## src/rtl/regsel_pkg.sv

```systemverilog
// Shared constants and pipeline-stage type for the register-select decoder.
// Default field positions match the 32-bit instruction format.
package regsel_pkg;

    localparam int RS_LSB_DEF = 21;
    localparam int RT_LSB_DEF = 16;
    localparam int RD_LSB_DEF = 11;

    localparam int NREG_MIN  = 2;
    localparam int NREG_MAX  = 64;
    localparam int DPIPE_MIN = 2;
    localparam int DPIPE_MAX = 6;

    // Stage select is sized for the largest register file; unused upper bits stay zero.
    typedef struct packed {
        logic [NREG_MAX-1:0] sel;
        logic                valid;
    } stage_t;

endpackage

```

## src/rtl/regsel_pipe_decoder_onehot_dec.sv

```systemverilog
// Binary index to one-hot decoder, N outputs with exactly one bit set.
module onehot_dec #(
    parameter int N = 32
) (
    input  logic [$clog2(N)-1:0] idx,
    output logic [N-1:0]         onehot
);

    assign onehot = {{(N-1){1'b0}}, 1'b1} << idx;

endmodule

```

## src/rtl/regsel_pipe_decoder.sv

```systemverilog
// Register-select decoder: one-hot read selects, a stall-aware destination pipeline
// and RAW hazard flags. Define REGSEL_ZERO_SUPPRESS_EN to treat r0 as a discard register.
module regsel_pipe_decoder
    import regsel_pkg::*;
#(
    parameter int NREG   = 32,
    parameter int IW     = 32,
    parameter int RS_LSB = RS_LSB_DEF,
    parameter int RT_LSB = RT_LSB_DEF,
    parameter int RD_LSB = RD_LSB_DEF,
    parameter int DPIPE  = 3
) (
    input  logic            clk,
    input  logic            rst_n,
    input  logic [IW-1:0]   ibus,
    input  logic            in_valid,
    input  logic            itype,
    input  logic            stall,
    output logic [NREG-1:0] Aselect,
    output logic [NREG-1:0] Bselect,
    output logic            ab_valid,
    output logic [NREG-1:0] Dselect,
    output logic            d_valid,
    output logic            haz_a,
    output logic            haz_b
);

    localparam int AW = $clog2(NREG);

    if (NREG < NREG_MIN || NREG > NREG_MAX || (NREG & (NREG - 1)) != 0) begin : g_bad_nreg
        $error("regsel_pipe_decoder: NREG must be a power of two within range");
    end
    if (DPIPE < DPIPE_MIN || DPIPE > DPIPE_MAX) begin : g_bad_dpipe
        $error("regsel_pipe_decoder: DPIPE out of range");
    end

    logic [AW-1:0]       rs, rt, rd, dest;
    logic [NREG-1:0]     oh_rs, oh_rt, oh_dest;
    logic                dest_keep, rs_can_haz, rt_can_haz;
    logic [NREG_MAX-1:0] inflight;
    stage_t              d [1:DPIPE];

    assign rs   = ibus[RS_LSB +: AW];
    assign rt   = ibus[RT_LSB +: AW];
    assign rd   = ibus[RD_LSB +: AW];
    assign dest = itype ? rt : rd;

    onehot_dec #(.N(NREG)) u_dec_rs   (.idx(rs),   .onehot(oh_rs));
    onehot_dec #(.N(NREG)) u_dec_rt   (.idx(rt),   .onehot(oh_rt));
    onehot_dec #(.N(NREG)) u_dec_dest (.idx(dest), .onehot(oh_dest));

`ifdef REGSEL_ZERO_SUPPRESS_EN
    assign dest_keep  = (dest != '0);
    assign rs_can_haz = (rs != '0);
    assign rt_can_haz = (rt != '0);
`else
    assign dest_keep  = 1'b1;
    assign rs_can_haz = 1'b1;
    assign rt_can_haz = 1'b1;
`endif

    // Write-back stage is excluded: the register file writes before it reads.
    always_comb begin
        inflight = '0;
        for (int i = 1; i < DPIPE; i++) begin
            inflight = inflight | d[i].sel;
        end
    end

    always_ff @(posedge clk or negedge rst_n) begin
        if (!rst_n) begin
            Aselect  <= '0;
            Bselect  <= '0;
            ab_valid <= 1'b0;
            haz_a    <= 1'b0;
            haz_b    <= 1'b0;
            for (int i = 1; i <= DPIPE; i++) begin
                d[i] <= '0;
            end
        end else if (!stall) begin
            Aselect  <= in_valid ? oh_rs : '0;
            Bselect  <= in_valid ? oh_rt : '0;
            ab_valid <= in_valid;
            haz_a    <= in_valid & rs_can_haz & (|(NREG_MAX'(oh_rs) & inflight));
            haz_b    <= in_valid & rt_can_haz & (|(NREG_MAX'(oh_rt) & inflight));
            d[1].sel   <= (in_valid && dest_keep) ? NREG_MAX'(oh_dest) : '0;
            d[1].valid <= in_valid;
            for (int i = 2; i <= DPIPE; i++) begin
                d[i] <= d[i-1];
            end
        end
    end

    assign Dselect = d[DPIPE].sel[NREG-1:0];
    assign d_valid = d[DPIPE].valid;

endmodule

```

## config.mk

```make
export PLATFORM = sky130hd
export DESIGN_NAME = regsel_pipe_decoder
export DESIGN_NICKNAME = d
export VERILOG_FILES = /design/src/rtl/regsel_pkg.sv /design/src/rtl/regsel_pipe_decoder_onehot_dec.sv /design/src/rtl/regsel_pipe_decoder.sv
export SDC_FILE = /design/constraint.sdc
export NUM_CORES = 1
export LEC_CHECK = 0
export CAP_MARGIN = 20
export CORE_MARGIN = 1
export CORE_UTILIZATION = 49
export CTS_BUF_LIST = sky130_fd_sc_hd__clkbuf_4
export DETAILED_ROUTE_END_ITERATION = 8
export GPL_TIMING_DRIVEN = 1
export MAX_ROUTING_LAYER = met4
export PLACE_DENSITY = 0.88
export SYNTH_ARGS = -nofsm -noshare
export SYNTH_HDL_FRONTEND = slang
export SYNTH_SLANG_ARGS = --single-unit
```

## constraint.sdc

```tcl
create_clock -name clk -period 1.3 [get_ports clk]
set_input_delay 0.13 -clock clk [delete_from_list [all_inputs] [get_ports clk]]
set_output_delay 0.13 -clock clk [all_outputs]
set_load 0.05 [all_outputs]
```

# After elaboration in Yosys (flattened, before gate mapping)
# Index checks and enable logic that the tools add are counted.
[op_classes]
n_shift = 3
muxes = 4
n_bitwise = 5
reduce_logical = 2
[op_table]
columns = ["op", "n"]
rows = [
  ["$and 32x64->64", 2],
  ["$reduce_or 64->1", 2],
  ["$mux 32", 3],
  ["$shl 1x5->32 const A", 3],
  ["$or 64x64->64", 1],
  ["$mux 5", 1],
  ["$and 1x1->1", 2],
]
[totals]
ff_bits = 229
in_bits = 37
output_inout_bits = 100
wordCells = 24

# Depth between registers and ports, before layout
[depth]
word_depth = 4
mapped_depth = 7
mapped_depth_nobuf = 5

# By module
# Synthesis repeated with hierarchy kept, for this count alone.
[unflattened]
hier_cells = 825
area_unflattened_um2 = 7671.1
[by_module_without_submodules]
columns = ["module", "instances", "cells_each", "area_per_inst_um2", "seq_area_each_um2"]
rows = [
  ["regsel_pipe_decoder", 1, 684, 7029.2, 4129.0],
  ["onehot_dec", 3, 47, 214.0, 0.0],
]

# Worst setup path before layout
# No wires, ideal clock.
[synth_timing]
kind = "input-to-reg"
startpoint = "in ibus[23]"
endpoint = "reg haz_a"
setup_ps = 86
t_arrival_ps = 1405
t_required_ps = 1214
setup_slack_ps = -190
stages = 6
n_path_buf = 1
cell_sequence = "buf_6 or4_4 o32ai_2 a21oi_1 a41o_1 a32oi_1"
[synth_between]
elab_chain_len = 4
[synth_rtl]
columns = ["element", "line_no", "rtl"]
rows = [
  ["start: declaration", "regsel_pipe_decoder.sv:15", "input logic [IW-1:0] ibus,"],
  ["$shl 1x5->32", "regsel_pipe_decoder_onehot_dec.sv:9", "assign onehot = {{(N-1){1'b0}}, 1'b1} << idx;"],
  ["$and 32x64->64", "regsel_pipe_decoder.sv:84", "haz_a <= in_valid & rs_can_haz & (|(NREG_MAX'(oh_rs) & inflight));"],
  ["$reduce_or 64->1", "regsel_pipe_decoder.sv:84", ""],
  ["$and 1x1->1", "regsel_pipe_decoder.sv:84", ""],
  ["end signal: assignment", "regsel_pipe_decoder.sv:84", ""],
  ["end: declaration", "regsel_pipe_decoder.sv:24", "output logic haz_a,"],
]
# No other way between the ends.
# A chain may end at the register's enable or synchronous reset.

# Worst setup path in the final report
[layout_timing]
startpoint = "reg d[69] (netlist name)"
endpoint = "reg haz_b"
[layout_between]
elab_chain_len = 4
[layout_rtl]
columns = ["element", "line_no", "rtl"]
rows = [
  ["start: declaration", "regsel_pipe_decoder.sv:41", "stage_t d [1:DPIPE];"],
  ["start signal: indexed assignment", "regsel_pipe_decoder.sv:89", "d[i] <= d[i-1];"],
  ["$or 64x64->64", "regsel_pipe_decoder.sv:66", "inflight = inflight | d[i].sel;"],
  ["$and 32x64->64", "regsel_pipe_decoder.sv:85", "haz_b <= in_valid & rt_can_haz & (|(NREG_MAX'(oh_rt) & inflight));"],
  ["$reduce_or 64->1", "regsel_pipe_decoder.sv:85", ""],
  ["$and 1x1->1", "regsel_pipe_decoder.sv:85", ""],
  ["end signal: assignment", "regsel_pipe_decoder.sv:85", ""],
  ["end: declaration", "regsel_pipe_decoder.sv:25", "output logic haz_b"],
]
# No other way between the ends.

==> impl_metrics.toml <==
[outcome]
status = "finished, violations left"
violations = "setup timing"

[routing]
wire_per_inst_microns = 20.2
drt_iter0_markers = 780
drc = 0
final_antenna_net_count = 0
routed_via_density = 5.91
first_pass_iters = 6
wirelength_microns = 22300
via_count = 6522

[logic_synthesis]
synthTopCellsByArea = "dfrtp_1 (57%), mux2_2 (10%), o21ai_0 (4.7%)"
syn_avg_cell_area_sq_um = 11.2
yosys.cell_types.count = 51
synth_ff_type = "dfrtp_1"
synth_edf_count = 0
syn_area_sq_um = 7290
synthArstFlopShare = 1.00
synthCells = 648
synth_fp_nets = 685
ys_ff_latch = 165
ys_warn_count = 0
yosysTopAreaCell = "dfrtp_1"
yosysSeqAreaShare = 0.567
synth.top_cell.area_share = 0.567

[floorplan]
die-area_sq_um = 15400
die_h_microns = 124
die_width_microns = 124
io_pins = 137
core_sq_um = 14500
rows = 44
initial_core_util = 0.501

[setup_path]
cp_data_required_time_ns = 1.76
worstSetupPathType = "reg2reg"
critPathMaxFanout = 2
cp-start-kind = "flip-flop"
r2r-end = "haz_b"
crit_path_frequent_cell = "a31oi_1"
crit_path_max_incr_delay_ns = 0.44
cp_cell_sequence = "or3b_4 -> o2111ai_2 -> a31oi_1 -> nor3_1 -> a31oi_1"
setup.worst_path.end_class = "flip-flop"
cp.arrival_ns = 1.94
cp_top_family = "simple AND/OR/NAND/NOR gates"
path_buf_inv = 0
cp_slowest_cell = "or3b_4"
r2r_cells = 5
ff2ff_setup_slack_ns = -0.18
rr_startpoint = "d[69]"

[cells_and_area]
num_antenna_cells = 0
syn_to_final_growth_pct = 53.6
final_cell_area_sq_um = 11200
seqCellArea_sq_um = 4130
layout-drive-gt1-share = 0.453
multiInputGateArea_sq_um = 2830
num-nets-final = 944
final_cell_mix = "buf_4 (178), dfrtp_1 (163), buf_12 (108)"
fin_cells = 1103
final_common_cell = "buf_4"
utilization = 0.770
fill_cells = 823

[sta]
layout_setup_ws_ns = -0.182
finalCritPeriodShare = 1.14
fin_skew_ns = 0.0191
hold_viol = 0
slew_violations = 0
fmax_ghz = 0.675
setup_violations = 34
rsz0062_at_grt = "true"
min_period_ns = 1.48
worstMarginPinSlew_ns = 0.524
max_slew_margin = 0.651

[global_route]
grt_max_degree = 115
antenna_found_initial = 0
grt-ovfl-total = 0
grt_pass1_vias = 6544
grt_use_total = 0.310
grt_pass1_wl_microns = 34100

[placed_design]
gp_congestion = 1.01
dp_worst_setup_slack_ns = -0.649
portBuffers = 119
dpl.hpwl_microns = 15400
place_inst = 1017
placed_cell_area_sq_um = 10400

[clock_network]
cts_made_buffers = 17
clkSinkCount = 165
cts_buffer_depth = 2
cts_tree = "done"
clock_latency_ns = 0.57
cts_max_level = 4
cts-root-buf = "clkbuf_4"
cts.clk_slew.worst_paths_ns = 0.16

[power]
leakage_nw = 5.27
finalPower_mw = 9.66
vdd_ir_drop_max_uv = 485
powerDensity_nw_per_um2 = 863

[run]
cap_violations = 0

[min_path]
hold_class = "in2async"
registers in the layout (all words and copies together), names as in the netlist:
signal	cells
haz_a	1
ab_valid	1
d_valid	1
Dselect	32
d	65
haz_b	1
Bselect	32
Aselect	32
kinds of logic after synthesis:
family                 count (synthesis)  synth area share
AO/OA/AOI/OAI                        154             0.145
flip-flops                           165             0.567
multiplexers                          70             0.113
AND/OR/NAND/NOR                      188             0.120
buffers and inverters                 71            0.0556
through the flow:
| stage | TNS (ns) | hold slack [ns] |
|---|---|---|
| 4_1_cts | -2.74 | 0.0277 |
| 5_1_grt | -5.39 | 0.0473 |
| 6_report | -1.23 | 0.0410 |
| 3_5_place_dp | -40.20 | 0.0588 |
| 3_3_place_gp | -33.49 | 0.0545 |
| 2_1_floorplan | -4.14 | -0.166 |
Yosys cell counts, drive strengths merged, types with 2 or more instances:
master	number
o21bai	2
nor3b	3
a21oi	4
buf	40
and2	5
o221a	2
nand2b	13
a2111oi	2
nand3	5
or3b	3
dfrtp	165
o21ai	68
or2	3
a32o	4
a22o	38
a211oi	2
or3	3
o2111ai	2
o211ai	2
mux2	66
nand3b	4
nand2	73
o32ai	2
inv	2
o21a	2
nor3	17
a211o	5
nor2b	5
clkbuf	29
nor2	48
o22ai	6
a31oi	5
mux4	3
cell type report:
| cell class | count | area share |
|---|---|---|
| tap | 184 | 0.0206 |
| inverter | 2 | 0.000671 |
| sequential | 165 | 0.369 |
| clock inverter | 13 | 0.0104 |
| timing repair buffer | 309 | 0.334 |
| multi-input combinational | 412 | 0.253 |
| clock buffer | 18 | 0.0121 |
power by group:
group          switching [mW]  internal [mW]
clock                    1.73           1.10
combinational           0.822          0.694
sequential             0.0921           5.22
metal layers:
metal | vias to the layer above | part of all wire | global-route usage
li1 | 2806 | - | -
met1 | 3164 | 0.37 | 0.368
met2 | 439 | 0.49 | 0.478
met3 | 113 | 0.089 | 0.0774
met4 | 0 | 0.050 | 0.183
met5 | - | 0 | -
worst register-to-register path: stages, from the launching register on:
cell       delay [ns]
dfrtp_1          0.43
or3b_4           0.44
o2111ai_2        0.10
a31oi_1          0.12
nor3_1           0.17
a31oi_1          0.12
worst max-delay path by stage:
stage / from / depth (start not counted) / endpoint
2_1_floorplan: stall / 4 / Dselect[10]
3_3_place_gp: ibus[25] / 6 / haz_a
3_5_place_dp: ibus[22] / 6 / haz_a
4_1_cts: d[69] / 5 / haz_b
5_1_grt: d[69] / 5 / haz_b
6_report: d[69] / 5 / haz_b
repair_timing:
action                                 CTS  global route
resized for setup                       13            16
setup buffers                           29            23
endpoints found under the hold margin  170             0
setup endpoints to repair              110           122
pin swaps                                1             5
hold buffers                             3             0
Power figures use the tool's default switching activity.
